File: config.mk
export PLATFORM = sky130hd
export DESIGN_NAME = calc_seq_ctrl_flat
export DESIGN_NICKNAME = d
export VERILOG_FILES = /design/src/rtl/calc_seq_if.sv /design/src/rtl/calc_seq_ctrl.sv /design/src/flat_wrapper.sv
export SDC_FILE = /design/constraint.sdc
export NUM_CORES = 1
export LEC_CHECK = 0
export ABC_AREA = 0
export CAP_MARGIN = 20
export CORE_MARGIN = 1.5
export CORE_UTILIZATION = 62
export CTS_BUF_LIST = sky130_fd_sc_hd__clkbuf_2 sky130_fd_sc_hd__clkbuf_4 sky130_fd_sc_hd__clkbuf_8
export DETAILED_ROUTE_END_ITERATION = 10
export GPL_ROUTABILITY_DRIVEN = 0
export PLACE_DENSITY = 0.84
export SYNTH_ARGS = -nofsm -noshare
export SYNTH_HDL_FRONTEND = slang
export SYNTH_SLANG_ARGS = --single-unit
File: constraint.sdc
create_clock -name clock -period 6.1 [get_ports clock]
set_input_delay 1.525 -clock clock [delete_from_list [all_inputs] [get_ports clock]]
set_output_delay 1.525 -clock clock [all_outputs]
set_load 0.05 [all_outputs]
File: src/rtl/calc_seq_if.sv
// Keypad-command and ALU handshake bundle for the calculator sequencer.
// master: the sequencer (consumes commands and ALU results, drives operands/op/start).
// slave : the surrounding keypad decoder / ALU side.
interface calc_seq_if #(
    parameter int W = 27
) ();
    logic [3:0]   cmd;
    logic         cmd_valid;
    logic         alu_done;
    logic [W-1:0] alu_result;
    logic         alu_ovf;
    logic [W-1:0] operand_a;
    logic [W-1:0] operand_b;
    logic [1:0]   alu_op;
    logic         alu_start;

    modport master (
        input  cmd, cmd_valid, alu_done, alu_result, alu_ovf,
        output operand_a, operand_b, alu_op, alu_start
    );

    modport slave (
        output cmd, cmd_valid, alu_done, alu_result, alu_ovf,
        input  operand_a, operand_b, alu_op, alu_start
    );
endinterface

File: src/rtl/calc_seq_ctrl.sv
// Calculator command sequencer: decimal operand entry into binary registers,
// operator latching and a start/done handshake with the external ALU.
// Optional feature macro: CALC_CHAIN_EN -- when defined, an operator pressed
// while a result is shown continues the calculation with the result as A.
module calc_seq_ctrl #(
    parameter int W           = 27,
    parameter int MAX_DIGITS  = 8,
    parameter int ALU_TIMEOUT = 64
) (
    input  logic            clock,
    input  logic            reset,
    calc_seq_if.master      bus,
    output logic [W-1:0]    disp_value,
    output logic [1:0]      status,
    output logic [2:0]      EA,
    output logic [2:0]      PE
);

    localparam int CW = $clog2(MAX_DIGITS + 1);
    localparam int TW = $clog2(ALU_TIMEOUT + 1);

    localparam logic [3:0] CMD_ADD = 4'b1010;
    localparam logic [3:0] CMD_SUB = 4'b1011;
    localparam logic [3:0] CMD_MUL = 4'b1100;
    localparam logic [3:0] CMD_EQ  = 4'b1110;
    localparam logic [3:0] CMD_CLR = 4'b1111;

    typedef enum logic [2:0] {
        S_A     = 3'd0,
        S_B     = 3'd1,
        S_START = 3'd2,
        S_WAIT  = 3'd3,
        S_RES   = 3'd4,
        S_ERR   = 3'd5
    } state_t;

    state_t        state, nxt_state;
    logic [W-1:0]  a_reg, b_reg, res_reg;
    logic [W-1:0]  nxt_a, nxt_b, nxt_res;
    logic [CW-1:0] a_cnt, b_cnt, nxt_a_cnt, nxt_b_cnt;
    logic [1:0]    op_reg, nxt_op;
    logic [TW-1:0] tmo_cnt, nxt_tmo;
    logic          start_reg;

    logic          is_digit, is_op, is_eq, is_clr;
    logic [W-1:0]  digit_val;
    logic [1:0]    cmd_op;
    logic [W-1:0]  nxt_disp;
    logic [1:0]    nxt_status;

    // Decode the sampled keypad command into its classes.
    always_comb begin
        is_digit  = bus.cmd_valid && (bus.cmd <= 4'd9);
        is_op     = bus.cmd_valid && ((bus.cmd == CMD_ADD) || (bus.cmd == CMD_SUB) || (bus.cmd == CMD_MUL));
        is_eq     = bus.cmd_valid && (bus.cmd == CMD_EQ);
        is_clr    = bus.cmd_valid && (bus.cmd == CMD_CLR);
        digit_val = {{(W-4){1'b0}}, bus.cmd};
        cmd_op    = 2'(bus.cmd - CMD_ADD);
    end

    // Next-state and next-register computation; clear overrides everything.
    always_comb begin
        nxt_state = state;
        nxt_a     = a_reg;
        nxt_b     = b_reg;
        nxt_res   = res_reg;
        nxt_a_cnt = a_cnt;
        nxt_b_cnt = b_cnt;
        nxt_op    = op_reg;
        nxt_tmo   = tmo_cnt;
        if (is_clr) begin
            nxt_state = S_A;
            nxt_a     = '0;
            nxt_b     = '0;
            nxt_res   = '0;
            nxt_a_cnt = '0;
            nxt_b_cnt = '0;
            nxt_op    = 2'b00;
            nxt_tmo   = '0;
        end else begin
            case (state)
                S_A: begin
                    if (is_digit) begin
                        if (a_cnt != CW'(MAX_DIGITS)) begin
                            nxt_a     = a_reg * W'(10) + digit_val;
                            nxt_a_cnt = a_cnt + 1'b1;
                        end
                    end else if (is_op) begin
                        nxt_op    = cmd_op;
                        nxt_b     = '0;
                        nxt_b_cnt = '0;
                        nxt_state = S_B;
                    end
                end
                S_B: begin
                    if (is_digit) begin
                        if (b_cnt != CW'(MAX_DIGITS)) begin
                            nxt_b     = b_reg * W'(10) + digit_val;
                            nxt_b_cnt = b_cnt + 1'b1;
                        end
                    end else if (is_op) begin
                        if (b_cnt == '0) nxt_op = cmd_op;
                    end else if (is_eq) begin
                        if (b_cnt != '0) nxt_state = S_START;
                    end
                end
                S_START: begin
                    nxt_tmo   = '0;
                    nxt_state = S_WAIT;
                end
                S_WAIT: begin
                    if (bus.alu_done) begin
                        if (bus.alu_ovf) begin
                            nxt_state = S_ERR;
                        end else begin
                            nxt_res   = bus.alu_result;
                            nxt_state = S_RES;
                        end
                    end else if (tmo_cnt == TW'(ALU_TIMEOUT - 1)) begin
                        nxt_state = S_ERR;
                    end else begin
                        nxt_tmo = tmo_cnt + 1'b1;
                    end
                end
                S_RES: begin
                    if (is_digit) begin
                        nxt_a     = digit_val;
                        nxt_a_cnt = CW'(1);
                        nxt_b     = '0;
                        nxt_b_cnt = '0;
                        nxt_state = S_A;
                    end
`ifdef CALC_CHAIN_EN
                    else if (is_op) begin
                        nxt_a     = res_reg;
                        nxt_a_cnt = CW'(MAX_DIGITS);
                        nxt_op    = cmd_op;
                        nxt_b     = '0;
                        nxt_b_cnt = '0;
                        nxt_state = S_B;
                    end
`else
                    else begin
                        nxt_state = S_RES;
                    end
`endif
                end
                S_ERR:   nxt_state = S_ERR;
                default: nxt_state = S_ERR;
            endcase
        end
    end

    // Display/status values for the state being entered, so they register in step with EA.
    always_comb begin
        nxt_disp   = '0;
        nxt_status = 2'b11;
        case (nxt_state)
            S_A: begin
                nxt_disp   = nxt_a;
                nxt_status = 2'b00;
            end
            S_B: begin
                nxt_disp   = (nxt_b_cnt == '0) ? nxt_a : nxt_b;
                nxt_status = 2'b00;
            end
            S_START, S_WAIT: begin
                nxt_disp   = nxt_b;
                nxt_status = 2'b01;
            end
            S_RES: begin
                nxt_disp   = nxt_res;
                nxt_status = 2'b10;
            end
            default: begin
                nxt_disp   = '0;
                nxt_status = 2'b11;
            end
        endcase
    end

    // Sequencer state, operand registers and registered outputs.
    always_ff @(posedge clock) begin
        if (!reset) begin
            state      <= S_A;
            a_reg      <= '0;
            b_reg      <= '0;
            res_reg    <= '0;
            a_cnt      <= '0;
            b_cnt      <= '0;
            op_reg     <= 2'b00;
            tmo_cnt    <= '0;
            start_reg  <= 1'b0;
            disp_value <= '0;
            status     <= 2'b00;
        end else begin
            state      <= nxt_state;
            a_reg      <= nxt_a;
            b_reg      <= nxt_b;
            res_reg    <= nxt_res;
            a_cnt      <= nxt_a_cnt;
            b_cnt      <= nxt_b_cnt;
            op_reg     <= nxt_op;
            tmo_cnt    <= nxt_tmo;
            start_reg  <= (nxt_state == S_START);
            disp_value <= nxt_disp;
            status     <= nxt_status;
        end
    end

    assign bus.operand_a = a_reg;
    assign bus.operand_b = b_reg;
    assign bus.alu_op    = op_reg;
    assign bus.alu_start = start_reg;
    assign EA            = state;
    assign PE            = nxt_state;

endmodule
File: src/flat_wrapper.sv
// flat-port wrapper written by rule: the top's interface ports become plain ports
module calc_seq_ctrl_flat 
#(
    parameter int W           = 27,
    parameter int MAX_DIGITS  = 8,
    parameter int ALU_TIMEOUT = 64
)
  (clock, reset, disp_value, status, EA, PE, bus_cmd, bus_cmd_valid, bus_alu_done, bus_alu_result, bus_alu_ovf, bus_operand_a, bus_operand_b, bus_alu_op, bus_alu_start);
  calc_seq_if #(.W(W)) bus_i ();
  input  logic clock;
  input  logic reset;
  output logic [W-1:0] disp_value;
  output logic [1:0] status;
  output logic [2:0] EA;
  output logic [2:0] PE;
  input wire logic [$bits(bus_i.cmd)-1:0] bus_cmd;
  input wire logic [$bits(bus_i.cmd_valid)-1:0] bus_cmd_valid;
  input wire logic [$bits(bus_i.alu_done)-1:0] bus_alu_done;
  input wire logic [$bits(bus_i.alu_result)-1:0] bus_alu_result;
  input wire logic [$bits(bus_i.alu_ovf)-1:0] bus_alu_ovf;
  output wire logic [$bits(bus_i.operand_a)-1:0] bus_operand_a;
  output wire logic [$bits(bus_i.operand_b)-1:0] bus_operand_b;
  output wire logic [$bits(bus_i.alu_op)-1:0] bus_alu_op;
  output wire logic [$bits(bus_i.alu_start)-1:0] bus_alu_start;
  assign bus_i.cmd = bus_cmd;
  assign bus_i.cmd_valid = bus_cmd_valid;
  assign bus_i.alu_done = bus_alu_done;
  assign bus_i.alu_result = bus_alu_result;
  assign bus_i.alu_ovf = bus_alu_ovf;
  assign bus_operand_a = bus_i.operand_a;
  assign bus_operand_b = bus_i.operand_b;
  assign bus_alu_op = bus_i.alu_op;
  assign bus_alu_start = bus_i.alu_start;
  calc_seq_ctrl #(.W(W), .MAX_DIGITS(MAX_DIGITS), .ALU_TIMEOUT(ALU_TIMEOUT)) u_core (.clock(clock), .reset(reset), .bus(bus_i), .disp_value(disp_value), .status(status), .EA(EA), .PE(PE));
endmodule
==> impl.org, run 1 <==
** Logic synthesis
- By instance count, the leading cell after synthesis is sky130_fd_sc_hd__nor2_1.
- In the synthesized netlist, the number of instances is 1193.
- Top cells by area, synth :: sky130_fd_sc_hd__dfxtp_1, sky130_fd_sc_hd__ha_1, sky130_fd_sc_hd__nor2_1, sky130_fd_sc_hd__a21oi_1, sky130_fd_sc_hd__xnor2_1
- Number of enable-type register cells in the synthesized netlist :: 0
- Warnings, synthesis :: 0
- Area share of the largest cell type after synthesis :: 0.270
- Counting distinct cell types in the post-synthesis netlist gives 94.
- Async set-reset flop share out of synthesis :: 0
- The most used flip-flop cell after synthesis is sky130_fd_sc_hd__dfxtp_1.
- Synth top cells by count :: sky130_fd_sc_hd__nor2_1, sky130_fd_sc_hd__dfxtp_1, sky130_fd_sc_hd__ha_1
- Sequential area share after synthesis :: 0.270
- Syn Area/Cell :: 8.16 sq um
- Largest area contributor in the synthesized netlist :: sky130_fd_sc_hd__dfxtp_1
- The mapped netlist covers 0.00973 sq mm.
- Synthesis-stage register bit count :: 131
- Synthesized Nets :: 1334

** Placed design
- # port buffers :: 127
- Once placement completed, the tool counted placed cells totaling 1482.
- Detailed placement ended at an HPWL of 22.1 mm.

** Floorplan
- Vert. Die Dim :: 128 um
- After floorplanning, the core was divided into 45 placement rows.
- The core region is 0.0153 sq mm.
- The die covers 0.0165 sq mm.
- Measured along the x axis, the die boundary spans 128 um.
- # IOs :: 128
- For this configuration, the core starts out at a cell density of 0.638.

** STA
- Fmax achieved :: 0.191 GHz
- The count of endpoints failing hold in the final timing report is 0.
- Post-layout minimum cycle time :: 5.24 ns
- On the final layout, the worst hold slack is 0.465 ns.
- The clock arrives with 0.0154 ns of skew.
- For the final routed database, the setup TNS stands at 0 ns.
- Unrepaired setup endpoints after global routing :: false
- Worst-margin pin slew :: 1.01 ns
- Count of pins over their slew limit :: 0
- Worst-case headroom to the max-slew limit :: 0.328
- Ratio of final minimum period to clock period :: 0.859
- Count of final setup violators :: 0

** Global route
- Antenna violations before repair :: 0
- Summed over all layers, the global routing overflow is 0.
- The number of global-route vias before repair came to 8866.
- GRT Total Usage :: 0.360
- Maximum number of pins on one net before global-route repair :: 63
- Wire length of the first global-routing pass :: 46.6 mm

** Layout
- The finished layout holds 1514 standard cells, fillers aside.
- Net total in the final layout :: 1431
- Layout overhead on the synthesized area :: 17.8%
- Diodes inserted :: 0
- Fraction of layout instances using a drive strength above 1 :: 0.0614

** Worst hold path
- Classification of the worst-slack hold path :: flip-flop to flip-flop
- The worst hold path passes through 2 cells.
- Worst min-delay path startpoint :: u_core.bus.alu_op[1]
- WHS Endpoint :: u_core.bus.alu_op[1]

** Drt
- Top routing layer in use :: met4
- The detailed router finished its first iteration with 1225 violations.
- Count of nets left with antenna violations after detail routing :: 0
- Metal2 WL :: 13.1 mm
- After detailed routing, the number of vias per cell comes to 6.45.
- For this run, the detailed router's first-pass iteration total came to 6.
- After detailed routing, the average wire length per cell comes to 19.4 um.
- M1 wire length :: 12.9 mm
- After detailed routing, the met3 layer carries 2.62 mm of wire.
- Total via count in the routed design :: 9766
- After detailed routing, the total wire length is 29.4 mm.
- DRC Markers :: 0

** Power and ir drop
- The completed layout was analyzed and its total power is 1.83 mW.
- Logic pwr share :: 0.122
- Share of power burned in registers :: 0.478
- Static leakage power :: 4.58 nW
- Internal Pwr Total :: 1.29 mW
- In this run the power density over the cells is 160 mW/mm^2.
- Worst supply voltage drop on vdd :: 0.000143 V
- Switching power of the nets :: 0.543 mW
- Of the total power, the clock network draws 0.400.
- Sw frac :: 0.296

** Critical path
- The worst setup path is captured at a primary output.
- Setup slack of the worst register-to-register path :: 1.55 ns
- The worst setup path is of the primary input to primary output kind.
- The startpoint identified for the worst register-to-register timing path is u_core.bus.operand_a[1].
- Slowest stage cell on the critical path :: sky130_fd_sc_hd__clkdlybuf4s50_1
- Ordered cell list for the critical path :: clkdlybuf4s50_1, nand4_1, or4_1, o311ai_1, nor2_1, buf_4
- CP Data Arrival Time :: 3.71 ns
- Critical path launch point type :: primary input
- Critical path peak fanout :: 9
- Reg-to-reg endpoint :: u_core.disp_value[26]
- Worst Reg2Reg Path Length in Cells :: 15
- On the worst path, the slowest cell contributes a delay of 0.72 ns.
- For the worst setup path, the data required time is 4.58 ns.

** Clock tree
- Post-CTS Setup Repair Bufs :: 0
- After clock tree synthesis, the repair step resized 0 gates.
- TritonCTS Sinks :: 131
- Clock Root Buffer :: sky130_fd_sc_hd__clkbuf_8
- Number of hold buffers added after cts :: 0
- The clock passes through at most 2 buffers.
- Clock transition at path regs :: 0.07 ns
- At the later pin of the worst-skew pair, clock insertion delay measures 0.46 ns.
- Cts bufs inserted :: 17
- The H-tree was split into 4 levels.
- Clock tree from TritonCTS :: yes

** Run status
- The flow ran to the end, and the final reports show no timing, DRC or antenna violations.

** Flow run
- Across the run, the number of max-cap violations was 0.
## final cells by class
type | count | area (sq um)
Clock inverter | 14 | 141
Clock buffer | 18 | 248
Inverter | 31 | 116
Multi-Input combinational cell | 975 | 6750
Timing Repair Buffer | 134 | 1330
Sequential cell | 131 | 2620
Fill cell | 1194 | 3790
Tap cell | 211 | 264
## routing by layer
| layer | vias to the layer above | track usage |
|---|---|---|
| met4 | 0 | 0.113 |
| li1 | 4606 | - |
| met5 | - | 0 |
| met1 | 4550 | 0.507 |
| met3 | 74 | 0.0584 |
| met2 | 536 | 0.565 |
## per-stage QoR
stage | utilization | area [sq um] | setup WS [ns]
after floorplan | - | 9730 | 1.40
after global placement | 0.726 | 11100 | 0.975
after detailed placement | 0.726 | 11100 | 0.769
after CTS | 0.752 | 11500 | 0.904
after global routing | 0.752 | 11500 | 0.771
final | 0.752 | 11500 | 0.863
## critical path, delay by kind of cell
kind,cells,cell delay (ns)
simple gates,3,1.02
compound gates,1,0.19
buf+inv,2,0.97
## cell families after synthesis
kind of cell / share of synthesized area
AND/OR/NAND/NOR: 0.224
AO/OA/AOI/OAI: 0.234
flip-flops: 0.270
adder cells (fa/ha/maj): 0.138
buffers and inverters: 0.0393
XOR/XNOR: 0.0630
multiplexers: 0.0320
## cells in the final DEF, fill, tap and decap left out, drive strengths merged, types with 26 or more instances in the layout
cell / n
nor2: 163
xnor2: 46
nand2: 83
a21oi: 83
nand3: 26
mux2i: 30
o21ai: 47
inv: 37
ha: 101
nor3: 33
clkdlybuf4s50: 124
dfxtp: 131
a22oi: 34
## worst max-delay path by stage
stage                     startpoint               endpoint  slack [ns]  cells past startpoint
final                     bus_cmd[2]                  PE[0]        0.86                      6
after global routing      bus_cmd[2]                  PE[0]        0.77                      6
after detailed placement  bus_cmd[1]  u_core.disp_value[19]        0.77                     14
after global placement    bus_cmd[1]  u_core.disp_value[19]        0.97                     14
after floorplan           bus_cmd[2]                  PE[1]        1.40                      3
after CTS                 bus_cmd[2]                  PE[0]        0.90                      6
## power by group through the flow
| stage | sequential, mW | combinational [mW] | clock (mW) |
|---|---|---|---|
| detailed placement | 0.897 | 0.218 | 0 |
| CTS | 0.877 | 0.220 | 0.732 |
| finish | 0.878 | 0.224 | 0.733 |
| global route | 0.879 | 0.239 | 0.781 |
| floorplan | 0.926 | 0.109 | 0 |
| global placement | 0.897 | 0.214 | 0 |
Power figures use the tool's default switching activity.
==> run 2, diff against run 1 <==
--- a/config.mk
+++ b/config.mk
@@ -5,14 +5,15 @@
 export SDC_FILE = /design/constraint.sdc
 export NUM_CORES = 1
 export LEC_CHECK = 0
-export ABC_AREA = 0
+export ABC_AREA = 1
 export CAP_MARGIN = 20
 export CORE_MARGIN = 1.5
-export CORE_UTILIZATION = 62
+export CORE_UTILIZATION = 64
 export CTS_BUF_LIST = sky130_fd_sc_hd__clkbuf_2 sky130_fd_sc_hd__clkbuf_4 sky130_fd_sc_hd__clkbuf_8
 export DETAILED_ROUTE_END_ITERATION = 10
 export GPL_ROUTABILITY_DRIVEN = 0
-export PLACE_DENSITY = 0.84
+export PLACE_DENSITY = 0.85
+export RECOVER_POWER = 50
 export SYNTH_ARGS = -nofsm -noshare
 export SYNTH_HDL_FRONTEND = slang
 export SYNTH_SLANG_ARGS = --single-unit
==> run 2 against run 1 <==
  * The flow now finishes with violations (max-capacitance violations, max-slew violations)
  * Utilization grew 0.53 points
  * Highest routed layer unchanged
  * Via count increased by 30%
  * Worst hold slack better by 0.037 ns
  * Die area is 12% higher
  * First-iteration DRC count up 27%
  * Synthesized area is 16% higher
  * Largest power group is now combinational logic
  * Critical path depth is 2 lower
  * Register-to-register slack better by 0.34 ns
==> impl.org, run 2 <==
** Layout
- Fill cells in the final layout number 1470.
- Post-Route Utilization :: 0.757
- In the final layout, the share of cells above drive strength 1 is 0.0627.
- In the layout the commonest cells are sky130_fd_sc_hd__nand2_1, sky130_fd_sc_hd__nor2_1, sky130_fd_sc_hd__inv_1.
- After the flow finishes, the layout carries non-filler instances totaling 2172.
- For this run, the post-layout net count is 2075.
- Layout overhead on the synthesized area :: 15.9%
- 0 antenna diodes ended up in the layout.
- The library cell used most frequently in the layout, excluding fill and tap cells, is sky130_fd_sc_hd__nand2_1.
- Post-route cell area :: 0.0130 sq mm

** Logic synthesis
- In this run, synthesis produced a sequential element count of 131.
- Warnings, synthesis :: 0
- Of the total synthesized cell area, the portion taken by AND, OR, NAND and NOR gates is 0.404.
- Top cells by area, synth :: sky130_fd_sc_hd__dfxtp_1, sky130_fd_sc_hd__nand2_1, sky130_fd_sc_hd__ha_1, sky130_fd_sc_hd__nor2_1, sky130_fd_sc_hd__inv_1
- The number of nets handed over by synthesis was 1970.
- Share of cell area taken by muxes after synthesis :: 0
- After synthesis, the largest family of logic cells by area is simple AND/OR/NAND/NOR gates.
- Counting flops with an async set or reset pin after synthesis yields a share of 0.
- The largest total area in the synthesized netlist belongs to sky130_fd_sc_hd__dfxtp_1.
- In this run, distinct cell masters in the synthesized netlist total 52.
- Area share of the largest cell type after synthesis :: 0.233
- Netlist Area Pre-Place :: 0.0113 sq mm
- Post-synthesis adder-cell area fraction :: 0.119
- Synth Instances :: 1829
- Cell with the most instances after synthesis :: sky130_fd_sc_hd__nand2_1
- The most used flip-flop cell after synthesis is sky130_fd_sc_hd__dfxtp_1.
- The synthesized design contains 0 enable-type register cells.
- Sequential area share after synthesis :: 0.233
- Of the total synthesized cell area, the portion taken by XOR and XNOR cells is 0.0162.
- Syn Area/Cell :: 6.15 sq um
- Share of the synthesized area in compound gates (AO/OA/AOI/OAI) :: 0.125
- Sorting the synthesized cells by how often they occur yields sky130_fd_sc_hd__nand2_1, sky130_fd_sc_hd__nor2_1, sky130_fd_sc_hd__inv_1.

** Power and ir drop
- Worst supply voltage drop on vdd :: 0.000164 V
- Power spread over the standard cell area amounts to 235 mW/mm^2.
- Static leakage power :: 6.59 nW

** Clock tree
- Clock tree from TritonCTS :: yes
- Worst-case clock buffer depth :: 2
- The later pin in the worst-skew pair is clocked with a latency of 0.46 ns.
- The clock tree synthesis step divided the H-tree into 4 levels.
- Counting the buffers created by CTS gives 17.
- The root buffer cell chosen for the clock tree is sky130_fd_sc_hd__clkbuf_8.
- Number of hold buffers added after cts :: 0
- After clock tree synthesis, the setup repair step added 0 buffers.
- The tree built by TritonCTS fans out to 131 sinks.
- Clock transition at path regs :: 0.08 ns
- Post-CTS resize count :: 0

** Drt
- The routed design has 35.7 mm of wire.
- Count of nets left with antenna violations after detail routing :: 0
- Number of detailed-route iterations in the first pass :: 6
- In the routed layout, each cell is associated on average with a via count of 5.85.
- DRC Markers :: 0
- Total via count in the routed design :: 12700
- Dividing the detail-routed wire length by the instance count gives 16.4 um.
- Detailed router's first-iteration violation count :: 1554

** Critical path
- Critical path peak fanout :: 82
- Kind of capture point of the worst setup path :: flip-flop
- CP Data Arrival Time :: 5.79 ns
- The startpoint identified for the worst register-to-register timing path is u_core.bus.operand_a[1].
- For the worst setup path, the data required time is 6.27 ns.
- Reg-to-reg endpoint :: u_core.disp_value[22]
- Worst Reg2Reg Path Length in Cells :: 20
- STA classifies the critical path startpoint as a primary input.
- Setup slack of the worst register-to-register path :: 1.89 ns
- The critical path is of the primary input to flip-flop type.

** STA
- Ratio of final minimum period to clock period :: 0.922
- Clock Skew :: 0.0110 ns
- Post-layout minimum cycle time :: 5.63 ns
- Count of final setup violators :: 0
- Worst-case headroom to the max-slew limit :: -1.60
- Unrepaired setup endpoints after global routing :: false
- Count of pins over their slew limit :: 83
- For this run, the top clock speed supported by timing is 0.178 GHz.
- Setup TNS Final :: 0 ns
- For the pin with the worst max-slew slack, the measured transition is 3.90 ns.
- Hold Violations, Final :: 0

** Floorplan
- In this run the horizontal extent of the chip is 136 um.
- Die Outline Area :: 0.0184 sq mm
- # IOs :: 128
- In this run the vertical extent of the chip is 136 um.
- Core area :: 0.0172 sq mm
- The initialized floorplan defines 48 standard-cell rows.
- Effective utilization at floorplan :: 0.653

** Global route
- The number of global-route vias before repair is 11300.
- The number of antenna violations at the first check in global routing came to 0.
- Maximum number of pins on one net before global-route repair :: 83
- Wire length of the first global-routing pass :: 56.6 mm
- GRT Total Usage :: 0.391
- The total overflow left after global routing is 0.

** Placed design
- Buffers placed on the I/O ports in this run total 127.
- The HPWL after detailed placement is 27.8 mm.
- The placed instances occupy a cell area of 0.0126 sq mm.
- Total instance count after detailed placement :: 2140

** Flow run
- Number of maximum-capacitance violations :: 1

** Worst hold path
- The worst hold path terminates at u_core.bus.alu_op[0].
- Worst hold stages :: 2
- Classification of the worst-slack hold path :: flip-flop to flip-flop
- Worst min-delay path startpoint :: u_core.bus.alu_op[0]

** Run status
- Violations in the final reports :: max-capacitance violations, max-slew violations
- Outcome :: finished with violations
run 2: changes by cell type after synthesis, sizes merged, moves of 18 or more:
| cell | previous run | this run |
|---|---|---|
| a22oi | 34 | 1 |
| nand3 | 26 | 129 |
| mux2i | 30 | 0 |
| nor4 | 6 | 24 |
| nor2 | 163 | 282 |
| xnor2 | 46 | 7 |
| nand2 | 83 | 514 |
| a21o | 20 | 1 |
| o21ai | 47 | 106 |
| inv | 30 | 240 |
run 2: how the worst max path moves through the flow:
stage,startpoint,to,slack (ns),depth (start not counted)
floorplan,bus_cmd[1],PE[1],1.72,8
global placement,bus_cmd[3],PE[1],0.63,10
detailed placement,bus_cmd[3],PE[1],0.59,10
CTS,bus_cmd[3],PE[1],0.57,10
global route,bus_cmd[3],PE[1],0.34,10
finish,reset,u_core.status[0],0.47,4
run 2: worst max-delay path, stage by stage:
cell	delay, ns
sky130_fd_sc_hd__dlygate4sd3_1	0.84
sky130_fd_sc_hd__inv_1	0.19
sky130_fd_sc_hd__clkbuf_1	2.77
sky130_fd_sc_hd__o21ai_0	0.44
run 2: cell type report:
class / instances / area, sq um / share of cell area
Clock buffer: 18 / 241 / 0.0185
Clock inverter: 14 / 176 / 0.0135
Inverter: 242 / 913 / 0.0700
Multi-Input combinational cell: 1406 / 7480 / 0.573
Sequential cell: 131 / 2620 / 0.201
Tap cell: 225 / 282 / 0.0216
Timing Repair Buffer: 136 / 1330 / 0.102
run 2: through the flow:
stage | power, mW | hold WS [ns] | setup slack [ns]
floorplan | 1.91 | 0.459 | 1.72
global placement | 2.25 | 0.475 | 0.626
detailed placement | 2.27 | 0.478 | 0.590
CTS | 3.05 | 0.501 | 0.567
global route | 3.21 | 0.523 | 0.336
finish | 3.06 | 0.502 | 0.474
run 2: routing by layer:
metal  routed length (um)  share of wire  track usage  vias up
met5                    0              0            0        -
met4                 1380          0.039        0.155        0
met3                 4340           0.12       0.0569       94
met2                15100           0.42        0.590      774
met1                14900           0.42        0.557     5657
li1                     -              -            -     6181
run 2: cell families (layout without fill, tap and decap cells):
logic type,count (synthesis),count (layout)
AND/OR/NAND/NOR,1034,1034
buffers and inverters,292,410
AO/OA/AOI/OAI,247,247
flip-flops,131,131
adder cells (fa/ha/maj),105,105
XOR/XNOR,20,20
run 2: where the power goes:
part	internal [mW]	switching, mW	total, mW
clock network	0.414	0.377	0.792
logic	0.386	0.874	1.26
registers	0.918	0.0903	1.01
total	1.72	1.34	3.06
